`config.mk`:
```
export PLATFORM = sky130hd
export DESIGN_NAME = uart_rx
export DESIGN_NICKNAME = d
export VERILOG_FILES = /design/src/rtl/uart_rx_pkg.sv /design/src/rtl/uart_rx_tick_gen.sv /design/src/rtl/uart_rx.sv
export SDC_FILE = /design/constraint.sdc
export NUM_CORES = 1
export LEC_CHECK = 0
export CAP_MARGIN = 10
export CORE_MARGIN = 5
export CORE_UTILIZATION = 42
export DETAILED_ROUTE_END_ITERATION = 10
export GPL_TIMING_DRIVEN = 0
export MAX_ROUTING_LAYER = met4
export RECOVER_POWER = 100
export SLEW_MARGIN = 20
export SYNTH_ARGS = -nofsm -noshare
export SYNTH_HDL_FRONTEND = slang
export SYNTH_SLANG_ARGS = --single-unit
```
`constraint.sdc`:
```
create_clock -name clock -period 1.5 [get_ports clock]
set_input_delay 0.3 -clock clock [delete_from_list [all_inputs] [get_ports clock]]
set_output_delay 0.3 -clock clock [all_outputs]
set_load 0.05 [all_outputs]
```
`src/rtl/uart_rx_pkg.sv`:
```
// rtl/uart_rx_pkg.sv - shared UART definitions: receiver states, defaults, tick divider math
package uart_rx_pkg;

    typedef enum logic [2:0] {
        ST_IDLE  = 3'd0,
        ST_START = 3'd1,
        ST_DATA  = 3'd2,
        ST_STOP  = 3'd3,
        ST_BREAK = 3'd4
    } rx_state_t;

    localparam int DEF_CLK_HZ     = 50000000;
    localparam int DEF_BAUD       = 9600;
    localparam int DEF_OVERSAMPLE = 16;
    localparam int DEF_DATA_BITS  = 8;

    function automatic int tick_div(input int clk_hz, input int baud, input int oversample);
        return clk_hz / (baud * oversample);
    endfunction

endpackage

```
`src/rtl/uart_rx_tick_gen.sv`:
```
// rtl/uart_rx_tick_gen.sv - oversampling tick divider with synchronous clear
module uart_rx_tick_gen #(
    parameter int DIV = 325
) (
    input  logic clock,
    input  logic reset,
    input  logic clear,
    output logic tick
);

    localparam int W = (DIV > 1) ? $clog2(DIV) : 1;

    logic [W-1:0] count;

    always_ff @(posedge clock) begin
        if (reset || clear) begin
            count <= '0;
        end else if (count == W'(DIV - 1)) begin
            count <= '0;
        end else begin
            count <= count + W'(1);
        end
    end

    assign tick = (count == W'(DIV - 1)) && !clear;

endmodule

```
`src/rtl/uart_rx.sv`:
```
// rtl/uart_rx.sv - 8N1 LSB-first UART receiver with 3-sample mid-bit majority voting
module uart_rx
    import uart_rx_pkg::*;
#(
    parameter int CLK_HZ     = DEF_CLK_HZ,
    parameter int BAUD       = DEF_BAUD,
    parameter int OVERSAMPLE = DEF_OVERSAMPLE,
    parameter int DATA_BITS  = DEF_DATA_BITS
) (
    input  logic                 clock,
    input  logic                 reset,
    input  logic                 rx,
    output logic [DATA_BITS-1:0] data_out,
    output logic                 data_valid,
    output logic                 frame_err,
    output logic                 busy
);

    localparam int TICK_DIV = tick_div(CLK_HZ, BAUD, OVERSAMPLE);
    localparam int SW       = $clog2(OVERSAMPLE);
    localparam int BW       = (DATA_BITS > 1) ? $clog2(DATA_BITS) : 1;

    localparam logic [SW-1:0] SAMP_A   = SW'(OVERSAMPLE / 2 - 1);
    localparam logic [SW-1:0] SAMP_B   = SW'(OVERSAMPLE / 2);
    localparam logic [SW-1:0] SAMP_MID = SW'(OVERSAMPLE / 2 + 1);
    localparam logic [SW-1:0] SAMP_TOP = SW'(OVERSAMPLE - 1);

    rx_state_t state, state_next;

    logic                 rx_m, rx_s;
    logic                 tick;
    logic [SW-1:0]        sample_cnt;
    logic                 samp_a, samp_b;
    logic [BW-1:0]        bit_cnt;
    logic [DATA_BITS-1:0] shift;
    logic                 mid_tick, majority, last_bit;
    logic                 load_out, err_set;

    // Divider is held cleared in IDLE so the first tick is phase-aligned to the start edge.
    uart_rx_tick_gen #(.DIV(TICK_DIV)) u_tick_gen (
        .clock (clock),
        .reset (reset),
        .clear (state == ST_IDLE),
        .tick  (tick)
    );

    assign mid_tick = tick && (sample_cnt == SAMP_MID);
    assign majority = (samp_a & samp_b) | (samp_a & rx_s) | (samp_b & rx_s);
    assign last_bit = (bit_cnt == BW'(DATA_BITS - 1));
    assign busy     = (state != ST_IDLE);

    always_ff @(posedge clock) begin
        if (reset) begin
            state <= ST_IDLE;
        end else begin
            state <= state_next;
        end
    end

    always_comb begin
        state_next = state;
        load_out   = 1'b0;
        err_set    = 1'b0;
        case (state)
            ST_IDLE:  if (!rx_s) state_next = ST_START;
            ST_START: if (mid_tick) state_next = majority ? ST_IDLE : ST_DATA;
            ST_DATA:  if (mid_tick && last_bit) state_next = ST_STOP;
            ST_STOP: begin
                if (mid_tick) begin
                    if (majority) begin
                        load_out   = 1'b1;
                        state_next = ST_IDLE;
                    end else begin
                        err_set    = 1'b1;
                        state_next = ST_BREAK;
                    end
                end
            end
            ST_BREAK: if (rx_s) state_next = ST_IDLE;
            default:  state_next = ST_IDLE;
        endcase
    end

    always_ff @(posedge clock) begin
        if (reset) begin
            rx_m       <= 1'b1;
            rx_s       <= 1'b1;
            sample_cnt <= '0;
            samp_a     <= 1'b1;
            samp_b     <= 1'b1;
            bit_cnt    <= '0;
            shift      <= '0;
            data_out   <= '0;
            data_valid <= 1'b0;
            frame_err  <= 1'b0;
        end else begin
            rx_m       <= rx;
            rx_s       <= rx_m;
            data_valid <= load_out;
            frame_err  <= err_set;
            if (load_out) begin
                data_out <= shift;
            end
            if (state == ST_IDLE) begin
                sample_cnt <= '0;
            end else if (tick) begin
                sample_cnt <= (sample_cnt == SAMP_TOP) ? '0 : sample_cnt + SW'(1);
            end
            if (tick && sample_cnt == SAMP_A) samp_a <= rx_s;
            if (tick && sample_cnt == SAMP_B) samp_b <= rx_s;
            // LSB arrives first, so shifting right leaves it in bit 0 after the last data bit.
            if (state == ST_START) begin
                bit_cnt <= '0;
            end else if (state == ST_DATA && mid_tick) begin
                shift   <= {majority, shift[DATA_BITS-1:1]};
                bit_cnt <= bit_cnt + BW'(1);
            end
        end
    end

endmodule

```
==> impl_results.md, run 1 <==
- Remaining global-route overflow: 0
- Die outline area: 0.005782 mm2
- Via count of the first global-routing pass: 1586
- Core Box Area: 0.004294 mm2
- Reg-to-reg slack, setup: -70 ps
- Top-level I/O count: 14
- Synth top area share: 0.4481
- Post-CTS Hold Buffers: 0
- Total number of clock tree sinks: 41
- GRT Total Usage: 0.1475
- Row cnt: 24
- Routed via count divided by cell count: 5.434
- Clock tree from TritonCTS: built
- Kind of capture point of the worst setup path: flip-flop
- Final number of max-transition violations: 0
- RSZ-0062 raised after global routing: true
- # setup viols final: 15
- Count of yosys warnings during synthesis: 0
- Routed length per placed instance: 14.62 um
- Required arrival time at the worst endpoint: 1660 ps
- Number of library cell types mapped by synthesis: 42
- Final min period: 1571 ps
- Initial antenna violation count: 0
- Final net count: 247
- Pre-CTS WS: -540.3 ps
- Width of the chip: 76.04 um
- Maximum fanout along the worst path: 5
- DR DRC count: 0
- Number of port buffers: 13
- Arrival time worst endpoint: 1730 ps
- Relative slew margins: 0.5655
- Sort of element at the start of the critical path: flip-flop
- Beginning of the critical path: u_tick_gen.count[4]$_SDFF_PP0_
- Commonest cells after routing, fill and taps aside: dfxtp_1 (31), nor2_1 (19), nand3_1 (17)
- Number of buffers and inverters on the critical path: 0
- Maximum clock frequency: 636.4 MHz
- Drt first pass iters: 4
- Ratio of cells with drive above 1 in the final layout: 0.4076
- Area of combinational cells with multiple inputs: 0.001181 mm2
- Flip-flop and latch count after synthesis: 41
- Number of hold violations in the final report: 0
- Actual transition at the worst max-transition pin: 651.8 ps
- Seq. cell area: 840.8 um2
- Max-cap viol count: 0
- Area contributors post-synth: dfxtp_1 (45%), nand3_1 (6.8%), a21oi_1 (5.2%)
- Root buf cell: clkbuf_8
- Dominant cell type by area after synthesis: dfxtp_1
- Routed via count: 1576
- Family with the most delay on the worst path: simple AND/OR/NAND/NOR gates
- Final design area excluding fillers: 0.002497 mm2
- Worst Setup EP: state[1]$_SDFFE_PP0P_
- Initial Util: 0.4266
- Path depth of the worst reg2reg path: 4
- Min-Delay Path Class: flip-flop to flip-flop
- H-tree levels: 2
- Prevailing post-synth register cell: dfxtp_1
- Placed cell area: 0.002061 mm2
- Sequential share of the synthesized area: 0.4481
- Crit share post-route: 1.047
- Final worst slack: -71.23 ps
- Post-detailed-route count of antenna-violating nets: 0
- Count of inserted antenna diode cells: 0
- Longest Clk Path Bufs: 2
- Critical-path top delay cell: or4b_4
- Fin Clk Skew: 12.80 ps
- Worst vdd rail ir drop: 0.0004368 V
- Fill cell instance count of the final layout: 393
- Crit Path Class: flip-flop to flip-flop
- Source-to-sink clock delay at the later pin of the worst-skew pair: 290 ps
- Capturing point of the worst reg2reg path: state[1]$_SDFFE_PP0P_
- Largest net degree at the start of global routing: 14
- Post-Synthesis Net Count: 217
- Area Overhead vs Synth: 36.34%
- Detail Placement HPWL: 2568 um
- Number of buffers added by the clock tree synthesis step: 5
- Die H: 76.04 um
- Initial DRC Count: 126
- Clk pin slew, worst setup/hold paths: 80 ps
- Syn_area_per_cell: 8.849 um2
- Failing checks: setup timing
- Layout Utilization: 0.5816
- Total standard cell area after synthesis: 0.001832 mm2
- Global-route wire length before repair: 7113 um
- Run status: finished, violations left
- Path length in cells of the critical path: 4
- Most common cell after layout, fill and taps aside: dfxtp_1
- GPL Wtd Cong: 0.7909
- Final wirelength: 4240 um
- PwrDens: 783.1 mW/mm2
- Gate count after technology mapping: 207
- Critical path's largest stage delay: 590 ps
- Lkg Pwr: 0.8716 nW
- Origin of the critical flop-to-flop path: u_tick_gen.count[4]$_SDFF_PP0_
- Number of flops mapped to enable cells by yosys: 0
- Worst path cell trace: or4b_4 > nor4_4 > mux2i_1 > nor3_2
- Post-synth ARST share: 0
==> cell families (layout without fill, tap and decap cells) <==
logic type,count (synthesis),in the layout,share of synthesized area
AO/OA/AOI/OAI,38,38,0.1236
XOR/XNOR,9,9,0.04303
adder cells (fa/ha/maj),8,8,0.05396
buffers and inverters,17,48,0.04440
flip-flops,41,41,0.4481
multiplexers,3,3,0.01639
AND/OR/NAND/NOR,91,91,0.2705
==> cells in the mapped netlist, types with 2 or more instances <==
cell,number
clkbuf_1,6
dfxtp_1,41
inv_1,7
buf_6,2
buf_2,2
a21oi_1,19
ha_1,7
nand2b_1,3
nor3_1,5
nor4_1,3
and3_1,2
and4b_1,2
nor2_1,19
xnor2_1,4
nand3b_1,2
nand4_1,4
o21ai_0,9
or2_2,2
mux2i_1,3
nand2_1,15
xor2_1,5
nand3_1,25
==> what timing repair did <==
item / CTS / global route
pin swaps: 19 / 17
gates cloned: 2 / 0
buffers inserted: 7 / 3
endpoints found under the hold margin: 0 / 0
resized for setup: 48 / 63
endpoints found under the setup margin: 48 / 38
==> stage by stage <==
stage | instances | hold WS [ps] | TNS [ps] | total power, W
final | 290 | 407.0 | -536.3 | 0.001956
after global routing | 290 | 422.2 | -2413 | 0.002036
after CTS | 288 | 414.6 | -615.1 | 0.001981
after detailed placement | 272 | 401.4 | -7321 | 0.001256
after global placement | 272 | 401.2 | -7150 | 0.001258
after floorplan | 207 | 389.5 | -15.79 | 0.001218
==> worst min path at each step <==
| stage | start | end | depth (start not counted) |
|---|---|---|---|
| 5_1_grt | rx_m$_SDFF_PP1_ | rx_s$_SDFF_PP1_ | 1 |
| 2_1_floorplan | rx_m$_SDFF_PP1_ | rx_s$_SDFF_PP1_ | 1 |
| 3_3_place_gp | rx_m$_SDFF_PP1_ | rx_s$_SDFF_PP1_ | 1 |
| 6_report | rx_m$_SDFF_PP1_ | rx_s$_SDFF_PP1_ | 1 |
| 4_1_cts | rx_m$_SDFF_PP1_ | rx_s$_SDFF_PP1_ | 1 |
| 3_5_place_dp | rx_m$_SDFF_PP1_ | rx_s$_SDFF_PP1_ | 1 |
==> worst reg2reg max path, cell delays in order, from the launching register on <==
cell and delay, ps:
dfxtp_4 370, or4b_4 590, nor4_4 170, mux2i_1 260
nor3_2 50
==> registers in the layout, indices dropped and copies added (netlist names) <==
signal,flops
bit_cnt,3
data_out,8
data_valid,1
frame_err,1
rx_m,1
rx_s,1
samp_a,1
samp_b,1
sample_cnt,4
shift,8
state,3
u_tick_gen.count,9
==> power breakdown <==
part	switching (W)	total, W	leakage (nW)	internal [W]
Combinational	0.0000979	0.000143	0.491	0.0000449
Clock	0.000384	0.000706	0.0439	0.000321
Sequential	0.0000149	0.00111	0.337	0.00109
Total	0.000497	0.00196	0.872	0.00146
==> layer usage <==
metal,global-route usage,vias up,routed length (um)
li1,-,792,-
met1,0.1867,751,2033
met2,0.2372,31,2029
met3,0.02719,2,152
met4,0.04804,0,25
met5,-,-,0
==> cell type report <==
type | count | share of cell area
clock buffers | 5 | 0.02756
flip-flops and latches | 41 | 0.3367
inverters | 7 | 0.01052
well taps | 52 | 0.02605
clock inverters | 3 | 0.007014
repair buffers | 25 | 0.09369
plain buffers | 8 | 0.02555
multi-input cells | 149 | 0.4729
Power figures use the tool's default switching activity.
==> run 2: changes to the inputs <==
GPL_ROUTABILITY_DRIVEN = 0   (was default)
==> results of run 2 <==
No change in the layout: final DEF, timing and power equal those of run 1.
==> run 3: changes to the inputs <==
CORE_ASPECT_RATIO = 0.9   (was default)
CORE_UTILIZATION = 50   (was 42)
PLACE_DENSITY = 0.7   (was default)
clock period = 1.8 ns   (was 1.5 ns; I/O delays follow)
==> run 3 against run 2 <==
Compared with the run above:
- the run now ends clean
- total power fell by 14%
- sequential share of layout area rose by 5.3 points
- combinational power decreased by 24%
- global-route usage is 1.7 points higher
- largest power group unchanged
- clock power down 8.5%
- worst hold slack better by 20 ps
- via count fell by 2.5%
- core utilization up 3.0 points
- sequential cell count did not move
- sequential power down 17%
- register-to-register slack better by 140 ps
==> impl_results.md, run 3 (same netlist as run 1, synthesis figures left out) <==
- Post-CTS Hold Buffers: 0
- Number of buffers and inverters on the critical path: 1
- Worst Setup EP: data_valid
- Routed length per placed instance: 13.64 um
- Kind of capture point of the worst setup path: primary output
- Number of buffers added by the clock tree synthesis step: 5
- Maximum fanout along the worst path: 1
- Max-cap viol count: 0
- Hold path cells: 1
- Actual transition at the worst max-transition pin: 629.2 ps
- Relative slew margins: 0.5823
- Area Overhead vs Synth: 15.23%
- Core Box Area: 0.003453 mm2
- GRT Total Usage: 0.1648
- Largest registers in the final layout: u_tick_gen.count: 9 flops, data_out: 8 flops, shift: 8 flops
- Drt first pass iters: 4
- Beginning of the critical path: data_valid$_SDFF_PP0_
- Internal power of the cells: 0.001295 W
- Final number of max-transition violations: 0
- Path depth of the worst reg2reg path: 8
- # setup viols final: 0
- Number of port buffers: 13
- Combinational share of power: 0.064
- Width of the chip: 73.80 um
- Initial DRC Count: 119
- Die H: 67.42 um
- Top-level I/O count: 14
- Final wirelength: 3723 um
- Global-route wire length before repair: 6223 um
- Required arrival time at the worst endpoint: 1440 ps
- Critical-path top delay cell: clkdlybuf4s50_1
- Path length in cells of the critical path: 1
- PwrDens: 793.5 mW/mm2
- Sort of element at the start of the critical path: flip-flop
- Crit share post-route: 0.9696
- Switching part of the total power: 0.2271
- Reg-to-reg slack, setup: 70 ps
- Register containing the most flip-flops in the final layout: u_tick_gen.count
- Longest Clk Path Bufs: 2
- Count of inserted antenna diode cells: 0
- Clock tree from TritonCTS: built
- Final net count: 238
- Fin cells: 273
- Maximum clock frequency: 572.9 MHz
- Row cnt: 20
- Most common cell after layout, fill and taps aside: dfxtp_1
- Root buf cell: clkbuf_8
- Fin Clk Skew: 5.617 ps
- Initial antenna violation count: 0
- Post-detailed-route count of antenna-violating nets: 0
- Ratio of cells with drive above 1 in the final layout: 0.1441
- Placed cell area: 0.002022 mm2
- Switching power: 0.0003803 W
- Origin of the critical flop-to-flop path: sample_cnt[1]$_SDFFE_PP0P_
- Total number of clock tree sinks: 41
- Worst vdd rail ir drop: 0.0004742 V
- H-tree levels: 2
- Commonest cells after routing, fill and taps aside: dfxtp_1 (40), nand3_1 (24), nor2_1 (19)
- Source-to-sink clock delay at the later pin of the worst-skew pair: 290 ps
- Sum of negative setup slack: 0 ps
- Worst path cell trace: clkdlybuf4s50_1
- Detail Placement HPWL: 2681 um
- Routed via count divided by cell count: 5.626
- Largest net degree at the start of global routing: 13
- Arrival time worst endpoint: 1390 ps
- DR DRC count: 0
- Total instance count after detailed placement: 264
- Initial Util: 0.5304
- Clock power frac: 0.386
- Max FFs per register: 9
- Capturing point of the worst reg2reg path: data_out[4]$_SDFFE_PP0P_
- Remaining global-route overflow: 0
- Routed via count: 1536
- Proportion of power drawn by flip-flops and latches: 0.550
- Via count of the first global-routing pass: 1401
- Smallest hold slack: 426.7 ps
- Clk pin slew, worst setup/hold paths: 80 ps
- Number of hold violations in the final report: 0
- Die outline area: 0.004976 mm2
- Final min period: 1745 ps
- Final design area excluding fillers: 0.002111 mm2
- Critical path's largest stage delay: 790 ps
- Crit Path Class: flip-flop to primary output
- Lkg Pwr: 0.7141 nW
- Run status: complete, no violations
- Family with the most delay on the worst path: buffers and inverters
- Min-Delay Path Class: flip-flop to flip-flop
-- run 3: cell count changes in the layout (fill, tap and decap cells not counted), moves of 7 or more --
cell,before,now
nand3_1,17,24
buf_4,8,1
dfxtp_1,31,40
nand2_1,4,15
o21ai_0,1,9
a21oi_2,14,2
nand2_4,7,0
a21oi_1,5,17
clkbuf_1,1,12
-- run 3: stage by stage --
stage / power (W) / util / worst slack (ps)
floorplan: 0.001013 / - / 199.7
global placement: 0.001039 / 0.5855 / -271.3
detailed placement: 0.001041 / 0.5855 / -264.6
CTS: 0.001694 / 0.6196 / 1.850
global route: 0.001745 / 0.6112 / -22.27
finish: 0.001675 / 0.6112 / 54.64
-- run 3: routing by layer --
| layer | GRT usage | up-vias | share of wire |
|---|---|---|---|
| li1 | - | 776 | - |
| met1 | 0.2180 | 723 | 0.50 |
| met2 | 0.2533 | 33 | 0.44 |
| met3 | 0.04018 | 4 | 0.045 |
| met4 | 0.04072 | 0 | 0.0075 |
| met5 | - | - | 0 |
-- run 3: power groups by stage --
| stage | Combinational (W) | Clock [W] | Sequential [W] |
|---|---|---|---|
| finish | 0.000108 | 0.000646 | 0.000921 |
| global route | 0.000118 | 0.000704 | 0.000922 |
| CTS | 0.000106 | 0.000668 | 0.000920 |
| detailed placement | 0.0000997 | 0 | 0.000942 |
| global placement | 0.0000979 | 0 | 0.000941 |
| floorplan | 0.0000726 | 0 | 0.000940 |
-- run 3: what timing repair did --
action	4_1_cts	5_1_grt
setup endpoints to repair	2	33
pin swaps	1	0
endpoints found under the hold margin	0	0
gates resized for setup	5	15
buffers inserted	1	1
-- run 3: how the worst min path moves through the flow --
| stage | slack (ps) | endpoint | from |
|---|---|---|---|
| finish | 430 | rx_s$_SDFF_PP1_ | rx_m$_SDFF_PP1_ |
| global route | 430 | rx_s$_SDFF_PP1_ | rx_m$_SDFF_PP1_ |
| CTS | 420 | rx_s$_SDFF_PP1_ | rx_m$_SDFF_PP1_ |
| detailed placement | 410 | rx_s$_SDFF_PP1_ | rx_m$_SDFF_PP1_ |
| global placement | 400 | rx_s$_SDFF_PP1_ | rx_m$_SDFF_PP1_ |
| floorplan | 390 | rx_s$_SDFF_PP1_ | rx_m$_SDFF_PP1_ |
-- run 3: final cells by class --
class | instances | area [um2]
sequential | 41 | 822.0
buffer | 9 | 52.55
fill | 317 | 1343
clock buffer | 7 | 96.34
clock inverter | 1 | 5.005
tap | 44 | 55.05
multi-input combinational | 149 | 957.2
inverter | 7 | 26.28
timing repair buffer | 15 | 96.34
